$ cat config.mk
export PLATFORM = sky130hd
export DESIGN_NAME = layer_compositor
export DESIGN_NICKNAME = d
export VERILOG_FILES = /design/src/rtl/layer_compositor.sv
export SDC_FILE = /design/constraint.sdc
export NUM_CORES = 1
export LEC_CHECK = 0
export CELL_PAD_IN_SITES_DETAIL_PLACEMENT = 2
export CELL_PAD_IN_SITES_GLOBAL_PLACEMENT = 2
export CORE_AREA = 4 4 102 114
export DETAILED_ROUTE_END_ITERATION = 12
export DIE_AREA = 0 0 106 118
export PLACE_DENSITY_LB_ADDON = 0.1
export RECOVER_POWER = 25
export SLEW_MARGIN = 15
export SYNTH_ARGS = -nofsm -noshare
export SYNTH_HDL_FRONTEND = slang
export SYNTH_SLANG_ARGS = --single-unit
$ cat constraint.sdc
create_clock -name Clk -period 12.25 [get_ports Clk]
set_input_delay 2.45 -clock Clk [delete_from_list [all_inputs] [get_ports Clk]]
set_output_delay 2.45 -clock Clk [all_outputs]
set_load 0.05 [all_outputs]
$ cat src/rtl/layer_compositor.sv
// layer_compositor
//   Three-stage pixel compositor: merges NUM_LAYERS sprite palette indices with
//   a tiled background map, resolves priority, looks up the palette and drives
//   registered VGA RGB. RGB at cycle t+3 reflects the inputs sampled at cycle t.
//   The optional brightness fade is built only when COMPOSITOR_FADE_EN is defined.
//   Without it, Bright is a constant 16, FadeBusy is 0, and the fade inputs are ignored.
//
// Ports
//   Clk        pixel clock
//   Reset      asynchronous, active-high
//   Blank      active-low blanking, aligned with DrawX/DrawY
//   FrameTick  one-cycle pulse at frame start (fade step)
//   Map        map select, sampled in stage 1
//   DrawX/Y    pixel column / row
//   LayerPix   layer i palette index at [i*IDX_W +: IDX_W]; 0 = transparent
//   PrioSwap   bit i swaps the priority of layers i+1 and i+2
//   FadeReq    start a fade (pulse); FadeDir 1 = to black, 0 = to full
//   FadeBusy   fade in progress
//   Red/Green/Blue  registered colour outputs
//
// Map ROM content: idx = (tile*37 + py*5 + px*3) mod 2**IDX_W.
// Palette: R/G are the index (G inverted) replicated up to 8 bits; B = R ^ 8'hA5.
// Requires NUM_LAYERS >= 3 and IDX_W >= 6.
module layer_compositor #(
    parameter int NUM_LAYERS = 4,
    parameter int IDX_W      = 6,
    parameter int TILE_LOG2  = 4,
    parameter int TILES_X    = 40,
    parameter int TILES_Y    = 30,
    parameter int MAP_W      = 2,
    parameter int FG_IDX_MIN = 48
) (
    input  logic                        Clk,
    input  logic                        Reset,
    input  logic                        Blank,
    input  logic                        FrameTick,
    input  logic [MAP_W-1:0]            Map,
    input  logic [9:0]                  DrawX,
    input  logic [9:0]                  DrawY,
    input  logic [NUM_LAYERS*IDX_W-1:0] LayerPix,
    input  logic [NUM_LAYERS-2:0]       PrioSwap,
    input  logic                        FadeReq,
    input  logic                        FadeDir,
    output logic                        FadeBusy,
    output logic [7:0]                  Red,
    output logic [7:0]                  Green,
    output logic [7:0]                  Blue
);
    localparam int TILE_W = $clog2((2**MAP_W) * TILES_X * TILES_Y);
    localparam int NL     = NUM_LAYERS - 1;   // layers below the text layer

    function automatic logic [IDX_W-1:0] map_rom(input logic [TILE_W-1:0] t,
                                                 input logic [TILE_LOG2-1:0] x,
                                                 input logic [TILE_LOG2-1:0] y);
        return IDX_W'(t) * IDX_W'(37) + IDX_W'(y) * IDX_W'(5) + IDX_W'(x) * IDX_W'(3);
    endfunction

    function automatic logic [23:0] palette_rom(input logic [IDX_W-1:0] idx);
        logic [7:0] r;
        logic [7:0] g;
        r = 8'({idx, idx} >> (2 * IDX_W - 8));
        g = 8'({~idx, ~idx} >> (2 * IDX_W - 8));
        return {r, g, r ^ 8'hA5};
    endfunction

    function automatic logic [7:0] scale(input logic [7:0] c, input logic [4:0] b);
        return 8'((13'(c) * 13'(b)) >> 4);
    endfunction

    // ---------------- stage 1: capture + tile address ----------------
    logic [NUM_LAYERS-1:0][IDX_W-1:0] lp_d, lp_q;
    logic [NL-2:0]                    swap_d, swap_q;
    logic                             blank1_d, blank1_q;
    logic [TILE_LOG2-1:0]             px_d, px_q, py_d, py_q;
    logic [TILE_W-1:0]                tile_d, tile_q;
    logic                             oor_d, oor_q;

    // The top PrioSwap bit would pair the last layer with a non-existent one.
    logic unused_swap_top;
    assign unused_swap_top = PrioSwap[NUM_LAYERS-2];

    always_comb begin
        lp_d     = LayerPix;
        swap_d   = PrioSwap[NL-2:0];
        blank1_d = Blank;
        px_d     = DrawX[TILE_LOG2-1:0];
        py_d     = DrawY[TILE_LOG2-1:0];
        tile_d   = TILE_W'(Map) * TILE_W'(TILES_X * TILES_Y)
                 + TILE_W'(DrawY[9:TILE_LOG2]) * TILE_W'(TILES_X)
                 + TILE_W'(DrawX[9:TILE_LOG2]);
        oor_d    = (DrawX >= 10'(TILES_X << TILE_LOG2));
    end

    // ---------------- stage 2: map read + priority ----------------
    logic [IDX_W-1:0]         map_idx, idx_d, idx_q, tmp;
    logic [NL-1:0][IDX_W-1:0] ord;
    logic                     prev;
    logic                     blank2_d, blank2_q;

    always_comb begin
        map_idx = oor_q ? '0 : map_rom(tile_q, px_q, py_q);
        for (int i = 0; i < NL; i++) ord[i] = lp_q[i+1];
        // Adjacent swaps applied from bit 0 upward; a swap is skipped when the
        // previous one already moved its upper layer, so nothing moves twice.
        tmp  = '0;
        prev = 1'b0;
        for (int i = 0; i < NL - 1; i++) begin
            if (swap_q[i] && !prev) begin
                tmp      = ord[i];
                ord[i]   = ord[i+1];
                ord[i+1] = tmp;
                prev     = 1'b1;
            end else begin
                prev = 1'b0;
            end
        end
        // Built lowest priority first so later assignments win.
        idx_d = map_idx;
        for (int i = NL - 1; i >= 0; i--)
            if (ord[i] != '0) idx_d = ord[i];
        if (map_idx >= IDX_W'(FG_IDX_MIN)) idx_d = map_idx;
        if (lp_q[0] != '0) idx_d = lp_q[0];
        blank2_d = blank1_q;
    end

    // ---------------- stage 3: palette + brightness ----------------
    logic [4:0]  bright;
    logic [23:0] pal;
    logic [7:0]  red_d, red_q, green_d, green_q, blue_d, blue_q;

    always_comb begin
        pal     = palette_rom(idx_q);
        red_d   = blank2_q ? scale(pal[23:16], bright) : 8'd0;
        green_d = blank2_q ? scale(pal[15:8],  bright) : 8'd0;
        blue_d  = blank2_q ? scale(pal[7:0],   bright) : 8'd0;
    end

    always_ff @(posedge Clk or posedge Reset) begin
        if (Reset) begin
            lp_q     <= '0;
            swap_q   <= '0;
            blank1_q <= 1'b0;
            px_q     <= '0;
            py_q     <= '0;
            tile_q   <= '0;
            oor_q    <= 1'b0;
            idx_q    <= '0;
            blank2_q <= 1'b0;
            red_q    <= '0;
            green_q  <= '0;
            blue_q   <= '0;
        end else begin
            lp_q     <= lp_d;
            swap_q   <= swap_d;
            blank1_q <= blank1_d;
            px_q     <= px_d;
            py_q     <= py_d;
            tile_q   <= tile_d;
            oor_q    <= oor_d;
            idx_q    <= idx_d;
            blank2_q <= blank2_d;
            red_q    <= red_d;
            green_q  <= green_d;
            blue_q   <= blue_d;
        end
    end

    assign Red   = red_q;
    assign Green = green_q;
    assign Blue  = blue_q;

    // ---------------- fade control ----------------
`ifdef COMPOSITOR_FADE_EN
    typedef enum logic {F_IDLE, F_STEP} fade_state_e;

    fade_state_e state_d, state_q;
    logic        dir_d, dir_q;
    logic [4:0]  bright_d, bright_q, bright_nx;

    always_comb begin
        state_d   = state_q;
        dir_d     = dir_q;
        bright_d  = bright_q;
        bright_nx = dir_q ? ((bright_q == 5'd0)  ? 5'd0  : bright_q - 5'd1)
                          : ((bright_q >= 5'd16) ? 5'd16 : bright_q + 5'd1);
        case (state_q)
            F_IDLE: begin
                // A tick in the same cycle as the request is not a step.
                if (FadeReq) begin
                    dir_d   = FadeDir;
                    state_d = F_STEP;
                end
            end
            F_STEP: begin
                if (FrameTick) begin
                    bright_d = bright_nx;
                    if (bright_nx == (dir_q ? 5'd0 : 5'd16)) state_d = F_IDLE;
                end
            end
            default: state_d = F_IDLE;
        endcase
    end

    always_ff @(posedge Clk or posedge Reset) begin
        if (Reset) begin
            state_q  <= F_IDLE;
            dir_q    <= 1'b0;
            bright_q <= 5'd16;
        end else begin
            state_q  <= state_d;
            dir_q    <= dir_d;
            bright_q <= bright_d;
        end
    end

    assign bright   = bright_q;
    assign FadeBusy = (state_q == F_STEP);
`else
    logic unused_fade;
    assign unused_fade = ^{FadeReq, FadeDir, FrameTick};
    assign bright      = 5'd16;
    assign FadeBusy    = 1'b0;
`endif

endmodule
# After elaboration in Yosys (flattened, before gate mapping)
# Index checks and enable logic that the tools add are counted.
# op_classes
addsub	4
multipliers	5
order_cmp	2
n_mux	12
bitwise	2
reduce_logical	6
# op_table
operator	count
2-to-1 mux 6 bit	6
adder 6 bit	4
2-to-1 mux 12 bit	2
2-to-1 mux 8 bit	3
nonzero test 6 bit	4
greater-or-equal comparator 10 bit (second input constant)	1
multiplier 2 x 7 -> 2 bit (second input constant)	1
greater-or-equal comparator 6 bit (second input constant)	1
multiplier 4 x 2 -> 6 bit (second input constant)	1
multiplier 4 x 3 -> 6 bit (second input constant)	1
multiplier 6 x 3 -> 3 bit (second input constant)	1
multiplier 6 x 6 -> 6 bit (second input constant)	1
inverter 6 bit	1
inverter 4 bit	1
logical AND 1 bit	1
logical NOT 1 bit	1
2-to-1 mux 1 bit	1
# word_totals
register_bits	73
in_bits	55

# Logic depth before layout (Yosys ltp)
# Gate-level depths: netlist (run 1).
# depth
depth_word	10
ltp_mapped	16

# Worst setup path before layout (run 1)
# Ideal clock, no wire load.
# synth_path
path_type	register -> register
start	register py_q[3]
end	register idx_q[0]
setup_ps	119
arrival_time_ps	4251
setup_slack_ps	7880
path_stages_with_launch	17
synth_period_minus_slack_ps	4370
cell_sequence	dfrtp_1 ha_1 inv_1 fa_1 inv_1 fa_1 inv_1 fa_1 inv_1 ha_1 ha_1 a21o_1 a21oi_1 xor3_1 and3_1 a21oi_1 nand2_1
# synth_between
elab_chain_cells	7
# synth_lines
element	line_no	rtl
from (decl)	74	logic [TILE_LOG2-1:0] px_d, px_q, py_d, py_q;
from (signal assigned)	157	py_q <= py_d;
multiplier 4 x 3 -> 6 bit	55	return IDX_W'(t) * IDX_W'(37) + IDX_W'(y) * IDX_W'(5) + IDX_W'(x) * IDX_W'(3);
adder 6 bit (2 in series)	55	
2-to-1 mux 6 bit	101	map_idx = oor_q ? '0 : map_rom(tile_q, px_q, py_q);
greater-or-equal comparator 6 bit	121	if (map_idx >= IDX_W'(FG_IDX_MIN)) idx_d = map_idx;
2-to-1 mux 6 bit	121	
2-to-1 mux 6 bit	122	if (lp_q[0] != '0) idx_d = lp_q[0];
via idx_d[0]	95	logic [IDX_W-1:0] map_idx, idx_d, idx_q, tmp;
to (signal assigned)	160	idx_q <= idx_d;
to (decl)	95	
# The timed path passes the listed nets, and every way through them passes these cells.

# Final worst setup path (run 1)
# layout_path
start	register py_q[3]
end	register idx_q[3]
# layout_between
elab_chain_cells	9
elab_cells_between_ends	10
# layout_lines
element	line_no
multiplier 4 x 3 -> 6 bit *	55
adder 6 bit * (2 in series)	55
2-to-1 mux 6 bit *	101
branches (longest 3 deep; another with greater-or-equal comparator 6 bit)	-
2-to-1 mux 6 bit *	121
2-to-1 mux 6 bit *	122
via idx_d[3]	95
# Mark *: on every way through the listed nets, which the timed path passes.

==> summary.md, run 1 <==
| Metric | Value |
|---|---|
| Vias | 2108 |
| Reg power frac | 31.0% |
| Ys Warns | 0 |
| CTS Root Cell | clkbuf_16 |
| Area leader, netlist | dfrtp_1 |
| H-tree lvl count | 3 |
| Overall routing resource usage | 12.9% |
| Crit. End Element | register |
| Ant diodes | 0 |
| Clk buf depth | 2 |
| Cts hold-fix bufs | 0 |
| Proportion of layout cells with a drive suffix above 1 | 8.72% |
| Post-DRT Antenna Nets | 0 |
| Worst hold slack | 0.347 ns |
| Crit path from | py_q[3] |
| Final worst-path cycle share | 38.3% |
| Nets | 406 |
| Seq/Total Area, Yosys | 49.5% |
| First drt pass iteration count | 5 |
| Tightest Pin Transition | 0.763 ns |
| Static Leak | 1.84 nW |
| Area Growth Syn to Fin | 35.4% |
| Final hold vios | 0 |
| Core area | 10300 um2 |
| Rel. slew slack | 49.1% |
| Syn Nets | 338 |
| Top cells by area, synth | dfrtp_1 (49%), ha_1 (9.7%), fa_1 (7.1%), xnor2_1 (3.7%), buf_4 (3.2%) |
| RSZ-0062 raised after global routing | no |
| Flop-to-flop setup slack | 7.56 ns |
| Sw Share | 34.2% |
| Grt ovf | 0 |
| Switch Pwr | 0.000255 W |
| CTS tree | done |
| Largest net degree at the start of global routing | 62 |
| Reg-to-Reg Start | py_q[3] |
| Clock power share | 34.1% |
| Mapped Cells | 248 |
| Clock sink count | 61 |
| Final setup margin | 7.56 ns |
| Residual DRC | 0 |
| Port Buf Inserts | 71 |
| Max Clock Skew | 0.00894 ns |
| Maximum VDD drop | 75.4 uV |
| Class of the worst hold path | reg -> reg |
| Global-route wire length before repair | 12500 um |
| Drt initial violations | 43 |
| Synth top area share | 49.5% |
| Post-route cell area | 4180 um2 |
| # rows | 39 |
| Vias in the first global route | 2410 |
| Mapped Area | 3090 um2 |
| CP startpoint kind | register |
| Worst R2R End | idx_q[3] |
| Initial antenna violation count | 0 |
| Post-CTS setup buffers | 0 |
| Critical path class | reg -> reg |
| Clock-pin slew on the worst setup and hold paths | 0.06 ns |
| Arr. time, crit path | 4.90 ns |
| Total CTS buffers | 9 |
| Starting Density | 29.8% |
| Comb pwr share | 34.9% |
| Maximum fanout along the worst path | 4 |
| Final setup violation count | 0 |
| Commonest non-fill, non-tap cell in the layout | dfrtp_1 |
| Hpwl dp | 5780 um |
| Die H | 118 um |
| Int Pwr | 0.000492 W |
| Minimum clock period | 4.69 ns |
| Slew Limit Fails | 0 |
| Crit path to | idx_q[3] |
| Status | complete, no violations |
| TNS Setup | 0 ns |
| Yosys reg bits | 61 |
| Mean area per synthesized cell | 12.4 um2 |
| Width of the chip | 106 um |
| Wire per inst | 15.9 um |
| Area after DPL | 3880 um2 |
| Worst Path Required | 12.46 ns |
| Dpl ws | 7.58 ns |
| Latest clock arrival within the worst-skew pair | 0.33 ns |
| Die Area | 12500 um2 |
| Post-Route WL | 7360 um |
| Pwr/cell area | 179 nW/um2 |
| Fmax | 213 MHz |
| Yosys cell types | 46 |
| Post-cts resize count | 0 |
| Most frequent cells in the layout | dfrtp_1 (61), clkdlybuf4s50_1 (48), inv_1 (24), ha_1 (24), dlygate4sd3_1 (23) |
| Ports | 80 |
| Max Cap Viol | 0 |
| Via-to-Cell Ratio | 4.54 |
| Placer Congestion | 0.793 |
| Depth of the most critical reg-to-reg path | 16 |
power groups by stage:
stage | sequential [W] | clock, W | combinational (W)
2_1_floorplan | 0.000246 | 0 | 0.000181
3_3_place_gp | 0.000234 | 0 | 0.000261
3_5_place_dp | 0.000236 | 0 | 0.000268
4_1_cts | 0.000232 | 0.000264 | 0.000272
5_1_grt | 0.000234 | 0.000274 | 0.000292
6_report | 0.000232 | 0.000255 | 0.000261
through the flow:
stage	cells	total power, W	util (%)
6_report	464	0.000747	40.4
5_1_grt	464	0.000801	40.4
4_1_cts	464	0.000769	40.4
2_1_floorplan	248	0.000428	-
3_3_place_gp	448	0.000496	37.5
3_5_place_dp	448	0.000503	37.5
worst min-delay path by stage:
stage / start / cells after the start / endpoint / slack (ns)
after floorplan: blank1_q / 0 / blank2_q / 0.33
after global placement: blank1_q / 0 / blank2_q / 0.34
after detailed placement: blank1_q / 0 / blank2_q / 0.34
after CTS: blank1_q / 0 / blank2_q / 0.35
after global routing: blank1_q / 0 / blank2_q / 0.37
final: blank1_q / 0 / blank2_q / 0.35
cells by family after synthesis:
family | synth area share, %
buffers and inverters | 6.61
AND/OR/NAND/NOR | 8.76
multiplexers | 2.07
AO/OA/AOI/OAI | 10.3
other | 0.122
flip-flops | 49.5
adder cells (fa/ha/maj) | 16.9
XOR/XNOR | 5.76
state kept, by name, summed over array words and instances (netlist names):
signal,count
Blue,7
lp_q,24
Red,2
blank2_q,1
Green,3
idx_q,6
swap_q,2
py_q,4
tile_q,6
blank1_q,1
oor_q,1
px_q,4
synthesized netlist by cell type (all sizes together):
library cell and instances:
a2111o 4, a211oi 3, a21boi 1, a21o 2, a21oi 10, a22oi 1
a32oi 4, and2 8, and3 1, buf 14, clkbuf 1, clkinv 1
conb 1, dfrtp 61, fa 11, ha 24, inv 25, mux2 3
mux2i 3, nand2 9, nand2b 1, nand3 5, nor2 6, nor2b 7
nor3 4, nor3b 1, nor4 1, o211a 1, o211ai 5, o21a 2
o221ai 1, o22a 2, o31ai 2, o32ai 1, or3 2, or4 3
xnor2 13, xnor3 1, xor2 2, xor3 1
critical path, stage by stage (launching register included):
cell     delay (ns)
dfrtp_1        0.41
ha_1           0.29
inv_1          0.05
fa_1           0.54
inv_1          0.06
fa_1           0.54
inv_1          0.06
fa_1           0.54
inv_1          0.04
ha_1           0.32
ha_1           0.31
a21o_1         0.17
a21oi_1        0.22
xor3_1         0.53
and3_1         0.26
a21oi_1        0.17
nand2_1        0.08
cell type report:
class / count / area, um2
Fill cell: 1088 / 6170
Sequential cell: 61 / 1530
Multi-Input combinational cell: 146 / 1360
Timing Repair Buffer: 72 / 718
Clock buffer: 9 / 225
Tap cell: 143 / 179
Inverter: 26 / 97.6
Clock inverter: 7 / 75.1
metal layers:
layer	track usage, %	part of all wire [%]
met5	0	0
met1	15.3	42
met4	4.37	1.3
met2	22.3	52
met3	3.51	4.9
No activity file was read; power rests on OpenSTA's default activity.
==> inputs of run 2 (changes only) <==
Clock period 12.25 ns to 4.5 ns, I/O delays scaled along.
==> summary.md, run 2 (same netlist as run 1, synthesis figures left out) <==
| Metric | Value |
|---|---|
| Status | complete, no violations |
| Die H | 118 um (unchanged) |
| Drt initial violations | 29 (-33%) |
| Clock-pin slew on the worst setup and hold paths | 0.05 ns (about the same) |
| Worst R2R End | idx_q[3] |
| Width of the chip | 106 um (unchanged) |
| Vias | 2128 (+0.95%) |
| Hold Path Origin | blank1_q |
| Max Cap Viol | 0 (unchanged) |
| Maximum fanout along the worst path | 4 (unchanged) |
| Cts hold-fix bufs | 0 (unchanged) |
| Clk buf depth | 2 (unchanged) |
| Via-to-Cell Ratio | 4.51 (-0.76%) |
| Area after DPL | 3910 um2 (+0.97%) |
| Crit. End Element | register |
| Commonest non-fill, non-tap cell in the layout | dfrtp_1 |
| Core area | 10300 um2 (unchanged) |
| Residual DRC | 0 (unchanged) |
| Ports | 80 (unchanged) |
| Post-route cell area | 4310 um2 (+3.2%) |
| Clock sink count | 61 (unchanged) |
| CTS Root Cell | clkbuf_16 |
| Worst Path Required | 4.77 ns (-7.69 ns) |
| Post-DRT Antenna Nets | 0 (unchanged) |
| Dpl ws | -0.0973 ns (-7.67 ns) |
| Number of flip-flops in the largest register | 24 (unchanged) |
| Max Clock Skew | 0.00472 ns (-0.00421 ns) |
| Total CTS buffers | 9 (unchanged) |
| Final setup margin | 0.191 ns (-7.37 ns) |
| Filler cells | 1078 (-0.92%) |
| TNS Setup | 0 ns (unchanged) |
| Port Buf Inserts | 71 (unchanged) |
| Depth of the most critical reg-to-reg path | 17 (+1) |
| Global-route wire length before repair | 12500 um (-0.33%) |
| Arr. time, crit path | 4.58 ns (-0.32 ns) |
| Rel. slew slack | 61.8% (+13 points) |
| Post-Route WL | 7460 um (+1.3%) |
| Final Non-Filler Cells | 472 (+1.7%) |
| Dpl cells | 453 (+1.1%) |
| # rows | 39 (unchanged) |
| Initial antenna violation count | 0 (unchanged) |
| Area Growth Syn to Fin | 39.7% |
| Wire per inst | 15.8 um (-0.39%) |
| Hpwl dp | 5910 um (+2.3%) |
| Latest clock arrival within the worst-skew pair | 0.33 ns (about the same) |
| Min-Delay Endpoint | blank2_q |
| Placer Congestion | 0.818 (+3.2%) |
| Fin util | 41.7% (+1.3 points) |
| Class of the worst hold path | reg -> reg |
| Most frequent cells in the layout | dfrtp_1 (61), clkdlybuf4s50_1 (48), dlygate4sd3_1 (23) |
| Starting Density | 29.8% (unchanged) |
| Proportion of layout cells with a drive suffix above 1 | 14.6% (+5.9 points) |
| CP startpoint kind | register |
| Tightest Pin Transition | 0.569 ns (-0.195 ns) |
| First drt pass iteration count | 4 (-1) |
| Vias in the first global route | 2367 (-1.8%) |
| Final worst-path cycle share | 95.8% (+57 points) |
| Hold Path Stages | 0 (unchanged) |
| Overall routing resource usage | 13.0% (+0.079 points) |
| H-tree lvl count | 3 (unchanged) |
| Maximum VDD drop | 237 uV (+210%) |
| Final hold vios | 0 (unchanged) |
| Fmax | 232 MHz (+8.8%) |
| CTS tree | done |
| Slew Limit Fails | 0 (unchanged) |
| Most flops, register | lp_q |
| Pwr/cell area | 512 nW/um2 (+190%) |
| Grt ovf | 0 (unchanged) |
| Die Area | 12500 um2 (unchanged) |
| Final setup violation count | 0 (unchanged) |
| Reg-to-Reg Start | px_q[3] |
| Ant diodes | 0 (unchanged) |
| Static Leak | 1.88 nW (+2.1%) |
| Largest net degree at the start of global routing | 40 (-35%) |
| Minimum clock period | 4.31 ns (-0.377 ns) |
| Critical path class | reg -> reg |
| Flop-to-flop setup slack | 0.19 ns (-7.37 ns) |
| Nets | 414 (+2.0%) |
[run 2: routing by layer]
| layer | track usage (%) | part of all wire (%) | vias to the layer above |
|---|---|---|---|
| met5 | 0 | 0 | - |
| met4 | 6.80 | 2.3 | 0 |
| met1 | 15.5 | 42 | 1075 |
| met3 | 2.80 | 4.0 | 12 |
| met2 | 21.7 | 52 | 52 |
| li1 | - | - | 989 |
[run 2: timing repair]
action / in CTS / in global routing
gates resized for setup: 0 / 15
pin swaps: 1 / 8
buffers inserted: 0 / 3
endpoints found under the setup margin: 4 / 5
[run 2: final cells by class]
cell class / instances / area (um2) / area share, %
multi-input cells: 146 / 1410 / 32.8
well taps: 143 / 179 / 4.15
repair buffers: 80 / 782 / 18.1
inverters: 26 / 97.6 / 2.26
clock buffers: 12 / 256 / 5.95
clock inverters: 4 / 55.1 / 1.28
flip-flops and latches: 61 / 1530 / 35.4
[run 2: worst max path at each step]
stage,start,endpoint,slack (ns)
6_report,px_q[3],idx_q[3],0.19
5_1_grt,px_q[3],idx_q[3],-0.02
4_1_cts,py_q[3],idx_q[3],0.06
3_5_place_dp,py_q[3],idx_q[3],-0.1
3_3_place_gp,py_q[3],idx_q[3],-0.01
2_1_floorplan,py_q[3],idx_q[0],0.13
[run 2: per-stage QoR]
stage / total power, W / hold slack, ns
global route: 0.00236 / 0.366
CTS: 0.00217 / 0.348
detailed placement: 0.00144 / 0.336
global placement: 0.00142 / 0.338
floorplan: 0.00116 / 0.331
finish: 0.00221 / 0.347
[run 2: critical path, cell delays in order (launching register included)]
cell      delay (ns)
dfrtp_1         0.39
ha_1            0.30
inv_2           0.05
fa_1            0.57
inv_2           0.05
fa_1            0.53
inv_1           0.05
fa_1            0.49
inv_2           0.05
ha_4            0.23
ha_1            0.28
a21o_1          0.16
a21oi_2         0.17
xor3_2          0.39
buf_6           0.14
a21boi_4        0.21
nand3_2         0.12
nand2_1         0.08
[run 2: report_power, final]
part	switching [W]	internal, W	leakage, nW	total (W)
Clock	0.000251	0.000461	0.149	0.000712
Combinational	0.000441	0.000424	1.00	0.000865
Sequential	0.0000355	0.000595	0.727	0.000630
